==> config.mk <==
export PLATFORM = sky130hd
export DESIGN_NAME = img_pixel_feeder
export DESIGN_NICKNAME = d
export VERILOG_FILES = /design/src/rtl/img_pixel_feeder.sv
export SDC_FILE = /design/constraint.sdc
export NUM_CORES = 1
export LEC_CHECK = 0
export CORE_MARGIN = 3
export CORE_UTILIZATION = 35
export DETAILED_ROUTE_END_ITERATION = 12
export PLACE_DENSITY_LB_ADDON = 0.3
export SYNTH_ARGS = -nofsm -noshare
export SYNTH_HDL_FRONTEND = slang
export SYNTH_SLANG_ARGS = --single-unit
export TNS_END_PERCENT = 100
==> constraint.sdc <==
create_clock -name clk_clk -period 9.6 [get_ports clk_clk]
set_clock_uncertainty 0.05 [all_clocks]
set_input_delay 1.92 -clock clk_clk [delete_from_list [all_inputs] [get_ports clk_clk]]
set_output_delay 1.92 -clock clk_clk [all_outputs]
set_load 0.005 [all_outputs]
==> src/rtl/img_pixel_feeder.sv <==
// img_pixel_feeder: buffers {sof, pixel} bytes in a small FIFO, aligns them to
// frame boundaries and hands them one at a time to a byte-write slave using a
// one-cycle begin strobe and an active-low acknowledge with a bounded wait.
//
// state    | meaning
// ---------+---------------------------------------------------------------
// ST_IDLE  | no frame in progress; drop bytes until an SOF reaches the head
// ST_LOAD  | frame in progress; latch the head byte and pop it
// ST_ISSUE | m_begin high for this single cycle
// ST_WAIT  | waiting for m_resp_n low, or for the wait counter to time out
module img_pixel_feeder #(
  parameter int IMG_W      = 640,
  parameter int IMG_H      = 480,
  parameter int FIFO_DEPTH = 16,
  parameter int TIMEOUT    = 1023
) (
  input  logic       clk_clk,
  input  logic       reset_reset,
  input  logic [7:0] s_pix_data,
  input  logic       s_pix_sof,
  input  logic       s_pix_valid,
  output logic       s_pix_ready,
  output logic [7:0] m_writedata,
  output logic       m_begin,
  input  logic       m_resp_n,
  output logic       busy,
  output logic       frame_done,
  output logic       err_sync,
  output logic       err_timeout
);

  localparam int AW = $clog2(FIFO_DEPTH);
  localparam int XW = (IMG_W > 1) ? $clog2(IMG_W) : 1;
  localparam int YW = (IMG_H > 1) ? $clog2(IMG_H) : 1;

  localparam logic [AW:0]   FULL_CNT = FIFO_DEPTH[AW:0];
  localparam logic [XW-1:0] X_MAX    = XW'(IMG_W - 1);
  localparam logic [YW-1:0] Y_MAX    = YW'(IMG_H - 1);
  localparam logic [15:0]   WAIT_MAX = 16'(TIMEOUT - 1);

  localparam logic [1:0] ST_IDLE  = 2'd0;
  localparam logic [1:0] ST_LOAD  = 2'd1;
  localparam logic [1:0] ST_ISSUE = 2'd2;
  localparam logic [1:0] ST_WAIT  = 2'd3;

  logic [8:0]    mem [FIFO_DEPTH];
  logic [AW-1:0] wr_ptr;
  logic [AW-1:0] rd_ptr;
  logic [AW:0]   count;
  logic          rdy_q;
  logic          full;
  logic          empty;
  logic          push;
  logic          pop;
  logic [8:0]    head;

  logic [1:0]    state;
  logic [XW-1:0] x;
  logic [YW-1:0] y;
  logic [15:0]   wcnt;
  logic          ack;
  logic          x_last;
  logic          y_last;

  assign full  = (count == FULL_CNT);
  assign empty = (count == '0);
  // rdy_q keeps ready low through reset and rises on the first edge after it
  assign s_pix_ready = rdy_q && !full;
  assign push  = s_pix_valid && s_pix_ready;
  assign head  = mem[rd_ptr];

  assign x_last  = (x == X_MAX);
  assign y_last  = (y == Y_MAX);
  assign ack     = !m_resp_n || (wcnt == WAIT_MAX);
  assign m_begin = (state == ST_ISSUE);

  // Pop on discard in IDLE and on every latch in LOAD.
  always_comb begin
    pop = 1'b0;
    if (!empty) begin
      if (state == ST_IDLE)      pop = !head[8];
      else if (state == ST_LOAD) pop = 1'b1;
    end
  end

  // FIFO storage; contents need no reset because occupancy gates every read.
  always_ff @(posedge clk_clk) begin
    if (push) mem[wr_ptr] <= {s_pix_sof, s_pix_data};
  end

  // FIFO pointers and occupancy; pointers wrap naturally at the power-of-2 depth.
  always_ff @(posedge clk_clk or posedge reset_reset) begin
    if (reset_reset) begin
      wr_ptr <= '0;
      rd_ptr <= '0;
      count  <= '0;
      rdy_q  <= 1'b0;
    end else begin
      rdy_q <= 1'b1;
      if (push) wr_ptr <= wr_ptr + 1'b1;
      if (pop)  rd_ptr <= rd_ptr + 1'b1;
      case ({push, pop})
        2'b10:   count <= count + 1'b1;
        2'b01:   count <= count - 1'b1;
        default: count <= count;
      endcase
    end
  end

  // Frame sequencing, pixel position tracking and sticky error flags.
  always_ff @(posedge clk_clk or posedge reset_reset) begin
    if (reset_reset) begin
      state       <= ST_IDLE;
      x           <= '0;
      y           <= '0;
      wcnt        <= '0;
      m_writedata <= '0;
      busy        <= 1'b0;
      frame_done  <= 1'b0;
      err_sync    <= 1'b0;
      err_timeout <= 1'b0;
    end else begin
      frame_done <= 1'b0;
      case (state)
        ST_IDLE: begin
          if (!empty && head[8]) begin
            x     <= '0;
            y     <= '0;
            busy  <= 1'b1;
            state <= ST_LOAD;
          end
        end
        ST_LOAD: begin
          if (!empty) begin
            // A fresh SOF mid-frame restarts the frame with this byte as pixel 0.
            if (head[8] && (x != '0 || y != '0)) begin
              err_sync <= 1'b1;
              x        <= '0;
              y        <= '0;
            end
            m_writedata <= head[7:0];
            state       <= ST_ISSUE;
          end
        end
        ST_ISSUE: begin
          wcnt  <= '0;
          state <= ST_WAIT;
        end
        default: begin
          if (ack) begin
            if (m_resp_n) err_timeout <= 1'b1;
            if (x_last) begin
              x <= '0;
              y <= y + 1'b1;
            end else begin
              x <= x + 1'b1;
            end
            if (x_last && y_last) begin
              frame_done <= 1'b1;
              busy       <= 1'b0;
              state      <= ST_IDLE;
            end else begin
              state <= ST_LOAD;
            end
          end else begin
            wcnt <= wcnt + 1'b1;
          end
        end
      endcase
    end
  end

endmodule

Word level (Yosys, flattened, before mapping). Memory sizes are Yosys's and may differ from the RTL's. Cells that the tools add are included.

Bits in registers: 63. Output and inout port bits: 14. Memory bits (writable): 144. Input port bits: 13. Bits in latches: 0. Memories: 1. ROM bits: 0. Word-level logic and storage cells: 102.

Memories: mem (words 16, width 9, read ports 1, clocked after Yosys merged registers in 0, wr ports 1, line 46) `logic [8:0] mem [FIFO_DEPTH];`.

Multiplexer cells: 32. Eq/ne operators: 12. $mul: 0. Add/sub/neg operators: 7. Magnitude comparators: 0. Divide/modulo/power cells: 0. Bitwise logic cells: 5. Shifts and indexed selects: 0. Reduce and logical (&&, ||, !) cells: 32.

Operator list (count): 10-bit two-way mux (5); 9-bit two-way mux (5); 16-bit one-hot mux with 2 select lines (1); 10-bit one-hot mux with 3 select lines (1); 9-bit one-hot mux with 3 select lines (1); 16-bit by 1-bit adder with 16-bit output, second input constant (1); 16-bit by 10-bit equality test with 1-bit output, second input constant (1); 16-bit two-way mux (1); 1-bit two-way mux (12); 10-bit by 1-bit adder with 10-bit output, second input constant (1); 10-bit equality test, second input constant (1); 5-bit one-hot mux with 2 select lines (1); 10-bit nonzero test (1); 9-bit by 1-bit adder with 9-bit output, second input constant (1); 9-bit equality test, second input constant (1); 3-bit AND reduction (3); 9-bit nonzero test (1); 4-bit by 1-bit adder with 4-bit output, second input constant (2); 2-bit two-way mux (3); 2-bit one-hot mux with 3 select lines (1); 6-bit AND reduction (1); 2-bit nonzero test (3); 3-bit nonzero test (2); 5-bit by 1-bit adder with 5-bit output, second input constant (1); 19 further kinds (37).

Longest topological paths before layout.
Depth after elaboration: 6. Gate-level depth with buffers: 15. Gate-level depth less buffers: 13.

Least setup slack after synthesis. OpenSTA, ideal clock, no wires.

Kind: input-to-reg. From: input s_pix_valid. To: register count[4]. Buffers on the path: 1. Library setup time: 125 ps. Stages: 12. Required time: 9425 ps. Arrival time: 3546 ps. Setup slack: 5879 ps. Cells stage by stage: and2_1 clkbuf_1 inv_1 ha_1 inv_1 fa_1 inv_1 a21o_1 a21oi_1 xnor2_1 nor2_1 xor2_1.

Word-level cells in the longest chain between the ends: 3. Elaborated cells between the ends (all ways): 5. Classes of those cells: eq/ne (2); mux (1); reduce/logical (2).

Ends and longest elaborated chain: start, declared (line 21) `input logic s_pix_valid,`; 1-bit logical AND (*) (line 69) `assign push = s_pix_valid && s_pix_ready;`; 2-bit by 1-bit equality test with 1-bit output / 2-bit equality test (equally long branches) (line 102) `case ({push, pop})`; 5-bit one-hot mux with 2 select lines / 2-bit nonzero test (equally long branches); end signal, assigned (line 103) `2'b10: count <= count + 1'b1;`; end signal, assigned (line 104) `2'b01: count <= count - 1'b1;`; end signal, assigned (line 105) `default: count <= count;`; end, declared (line 49) `logic [AW:0] count;`.

Every way passes the cells marked *; elsewhere a longest branch is shown, timed or not. A chain may end at the register's enable or synchronous reset.

Worst setup path in the final report.
From: register count[0]. To: output s_pix_ready.

Word-level cells in the longest chain between the ends: 3.

Ends and longest elaborated chain: 5-bit equality test (line 65) `assign full = (count == FULL_CNT);`; 1-bit zero test (line 68) `assign s_pix_ready = rdy_q && !full;`; 1-bit logical AND (line 68); end, declared (line 22) `output logic s_pix_ready,`.

Every way passes these cells.

==> impl_metrics.toml <==
[grt]
antenna_found_initial = 0
grt_max_degree = 64
first_global_vias = 5245
grt_use_total = 0.134
grt_pass1_wl_um = 29800
grt-ovfl-total = 0

[logic_synthesis]
synth_edf_count = 144
synth_cell_type_count = 55
ys_warn_count = 0
yosysSeqAreaShare = 0.654
synth.cell_area_um2 = 9030
syn_avg_cell_area_um2 = 15.3
async_flop_share = 0.304
syn_inst = 590
ys_ff_latch = 207
syn-num-nets = 623
synthFlopType = "edfxtp_1"

[critical_path]
cpPeakStageDelay_ps = 530
cp-start-kind = "flop"
reg2reg_depth = 14
crit_chain = "nor4_1 -> a21boi_0 -> clkdlybuf4s50_1"
cp_top_family = "simple AND/OR/NAND/NOR gates"
cp.required_ps = 7630
cp_max_fo = 4
end_kind = "output port"
cpMaxStageDelayCell = "nor4_1"
critPathBufInv = 1
regToRegSetupSlack_ps = 5410
r2r_start = "rd_ptr[0]$_DFFE_PP0P_"
cp_data_arrival_time_ps = 2240
r2r-end = "count[4]$_DFFE_PP0P_"
path_class = "flop to output port"

[pwr]
p_per_area_nw_per_um2 = 284
switchingPower_uw = 959
p_comb_frac = 0.339
p_leak_nw = 3.61
sequentialPowerShare = 0.395
clockPowerShare = 0.266
ir_drop_v = 0.000171
p_sw_frac = 0.327
internal_power_mw = 1.98

[detailed_routing]
firstDrtPassIters = 8
wl_per_cell_um = 19.2
antenna_left = 0
drcViolationCount = 0
first_iter_violations = 471
vias = 5203
viasPerCell = 5.37
routed_wl_um = 18600

[floorplan]
die-width_um = 167
core_area_um2 = 25300
dieArea_um2 = 27800
dieHeight_um = 167
io_pins = 27
rows = 58
initial_core_util = 0.357

[clock_network]
h-tree-depth = 1
numCtsBuffers = 22
clk_latency_ps = 510
cts_tree = "yes"
cts.sinks = 207
post_cts_resized = 0
cts-root-buf = "clkbuf_16"
clk_path_buf_depth = 3
cts-hold-fix-buffers = 0
clkTransAtPathRegs_ps = 60
postCtsSetupBuffers = 0

[sta]
setup_viol = 0
timing.slew.headroom = 0.278
rsz0062_at_grt = "false"
maxSlewViolCount = 0
finalHoldViolCount = 0
max_freq_mhz = 238
tns_ps = 0
fin_crit_sh = 0.439
min_period_ps = 4210
tightest_slew_ps = 1080

[cells_and_area]
postLayoutCoreUtil = 0.409
drive_above_1_share = 0.175
synthToLayoutAreaGrowth_pct = 14.5
nFillCells = 2284
antennaDiodeCount = 0
nets = 656

[placed_design]
portBuffers = 26
dp_hpwl_um = 11900
place.gp.congestion = 0.790

[hold_path]
hp-start = "err_timeout$_DFFE_PP0P_"
min_path_type = "flop to flop"
holdPathEnd = "err_timeout$_DFFE_PP0P_"
hold_path_depth = 1

[status]
run_status = "completed"

[flow_run]
drv_cap = 0
-- worst register-to-register path, cell delays in order, from the launching register on --
cell,delay [ps]
dfrtp_2,340
buf_4,610
mux4_2,600
nor2_1,130
o32ai_2,150
a211oi_1,710
ha_1,370
inv_1,100
fa_1,410
inv_1,70
a21o_1,110
a21oi_1,70
xnor2_1,120
nor2_1,130
xor2_1,160
-- layer usage --
metal	global-route usage	vias up	wire length, µm
li1	-	2348	-
met1	0.184	2657	7940
met2	0.226	166	9300
met3	0.0216	32	936
met4	0.0326	0	414
met5	0	-	0
-- cells by family (layout without fill, tap and decap cells) --
group | count (synthesis) | after routing | share of synthesized area
DFF | 207 | 207 | 0.654
and+or+nand+nor | 155 | 155 | 0.0851
AOI/OAI and AO/OA | 86 | 86 | 0.0706
muxes | 60 | 60 | 0.126
buffers and inverters | 45 | 94 | 0.0198
adders and majority gates | 20 | 20 | 0.0286
xor gates and xnor gates | 16 | 16 | 0.0155
other | 1 | 1 | 0.000415
-- synth_stat cells (all sizes together), types with 8 or more instances --
| cell | count | area [µm²] |
|---|---|---|
| edfxtp | 144 | 4320 |
| dfrtp | 63 | 1580 |
| mux4 | 42 | 946 |
| nand2 | 40 | 150 |
| nor2 | 38 | 143 |
| o21ai | 34 | 170 |
| clkbuf | 20 | 75.1 |
| ha | 19 | 238 |
| o31ai | 19 | 143 |
| inv | 18 | 67.6 |
| nand3 | 15 | 75.1 |
| nor3 | 13 | 65.1 |
| mux2 | 11 | 124 |
| xnor2 | 10 | 87.6 |
| nand4 | 8 | 50.1 |
-- through the flow --
| stage | area [µm²] | hold slack, ps | cells | setup WS [ps] | total power [mW] |
|---|---|---|---|---|---|
| 5_1_grt | 10300 | 458 | 969 | 5000 | 3.12 |
| 2_1_floorplan | 9030 | 403 | 590 | 5880 | 1.90 |
| 3_5_place_dp | 9660 | 413 | 929 | 5260 | 2.19 |
| 3_3_place_gp | 9660 | 405 | 929 | 5320 | 2.15 |
| 6_report | 10300 | 420 | 969 | 5390 | 2.94 |
| 4_1_cts | 10300 | 426 | 969 | 5300 | 2.98 |
-- layout make-up --
class | count | area [µm²] | area share
repair buffers | 36 | 335 | 0.0325
clock buffers | 30 | 601 | 0.0581
inverters | 18 | 67.6 | 0.00654
multi-input cells | 338 | 2950 | 0.285
flip-flops and latches | 207 | 5900 | 0.571
well taps | 330 | 413 | 0.0400
clock inverters | 10 | 67.6 | 0.00654
-- flip-flops by register name, summed over array words and instances (netlist names), 2 cells and up --
signal and flops:
count 5, m_writedata 8, mem 144, rd_ptr 4, state 2, wcnt 16, wr_ptr 4, x 10
y 9
-- power by group through the flow --
stage	clock network, mW	registers, mW	logic [mW]
after global placement	0	1.18	0.979
after CTS	0.803	1.16	1.01
after detailed placement	0	1.18	1.01
final	0.781	1.16	0.994
after floorplan	0	1.13	0.769
after global routing	0.839	1.18	1.10
-- how the worst max path moves through the flow --
stage | cells past startpoint | to | startpoint | slack [ps]
6_report | 3 | s_pix_ready | count[0]$_DFFE_PP0P_ | 5390
3_3_place_gp | 12 | count[4]$_DFFE_PP0P_ | s_pix_valid | 5320
5_1_grt | 14 | count[4]$_DFFE_PP0P_ | rd_ptr[0]$_DFFE_PP0P_ | 5000
4_1_cts | 14 | count[4]$_DFFE_PP0P_ | rd_ptr[0]$_DFFE_PP0P_ | 5300
2_1_floorplan | 12 | count[4]$_DFFE_PP0P_ | s_pix_valid | 5880
3_5_place_dp | 12 | count[4]$_DFFE_PP0P_ | s_pix_valid | 5260
-- placed cells by master, fill, tap and decap left out, types with 15 or more instances in the layout --
master,n
clkbuf_16,22
clkdlybuf4s50_1,26
dfrtp_1,62
edfxtp_1,144
ha_1,19
inv_1,17
mux4_2,42
nand2_1,40
nand3_1,15
nor2_1,38
o21ai_0,34
o31ai_1,19
Note: power is estimated with default switching activity, not from simulation.
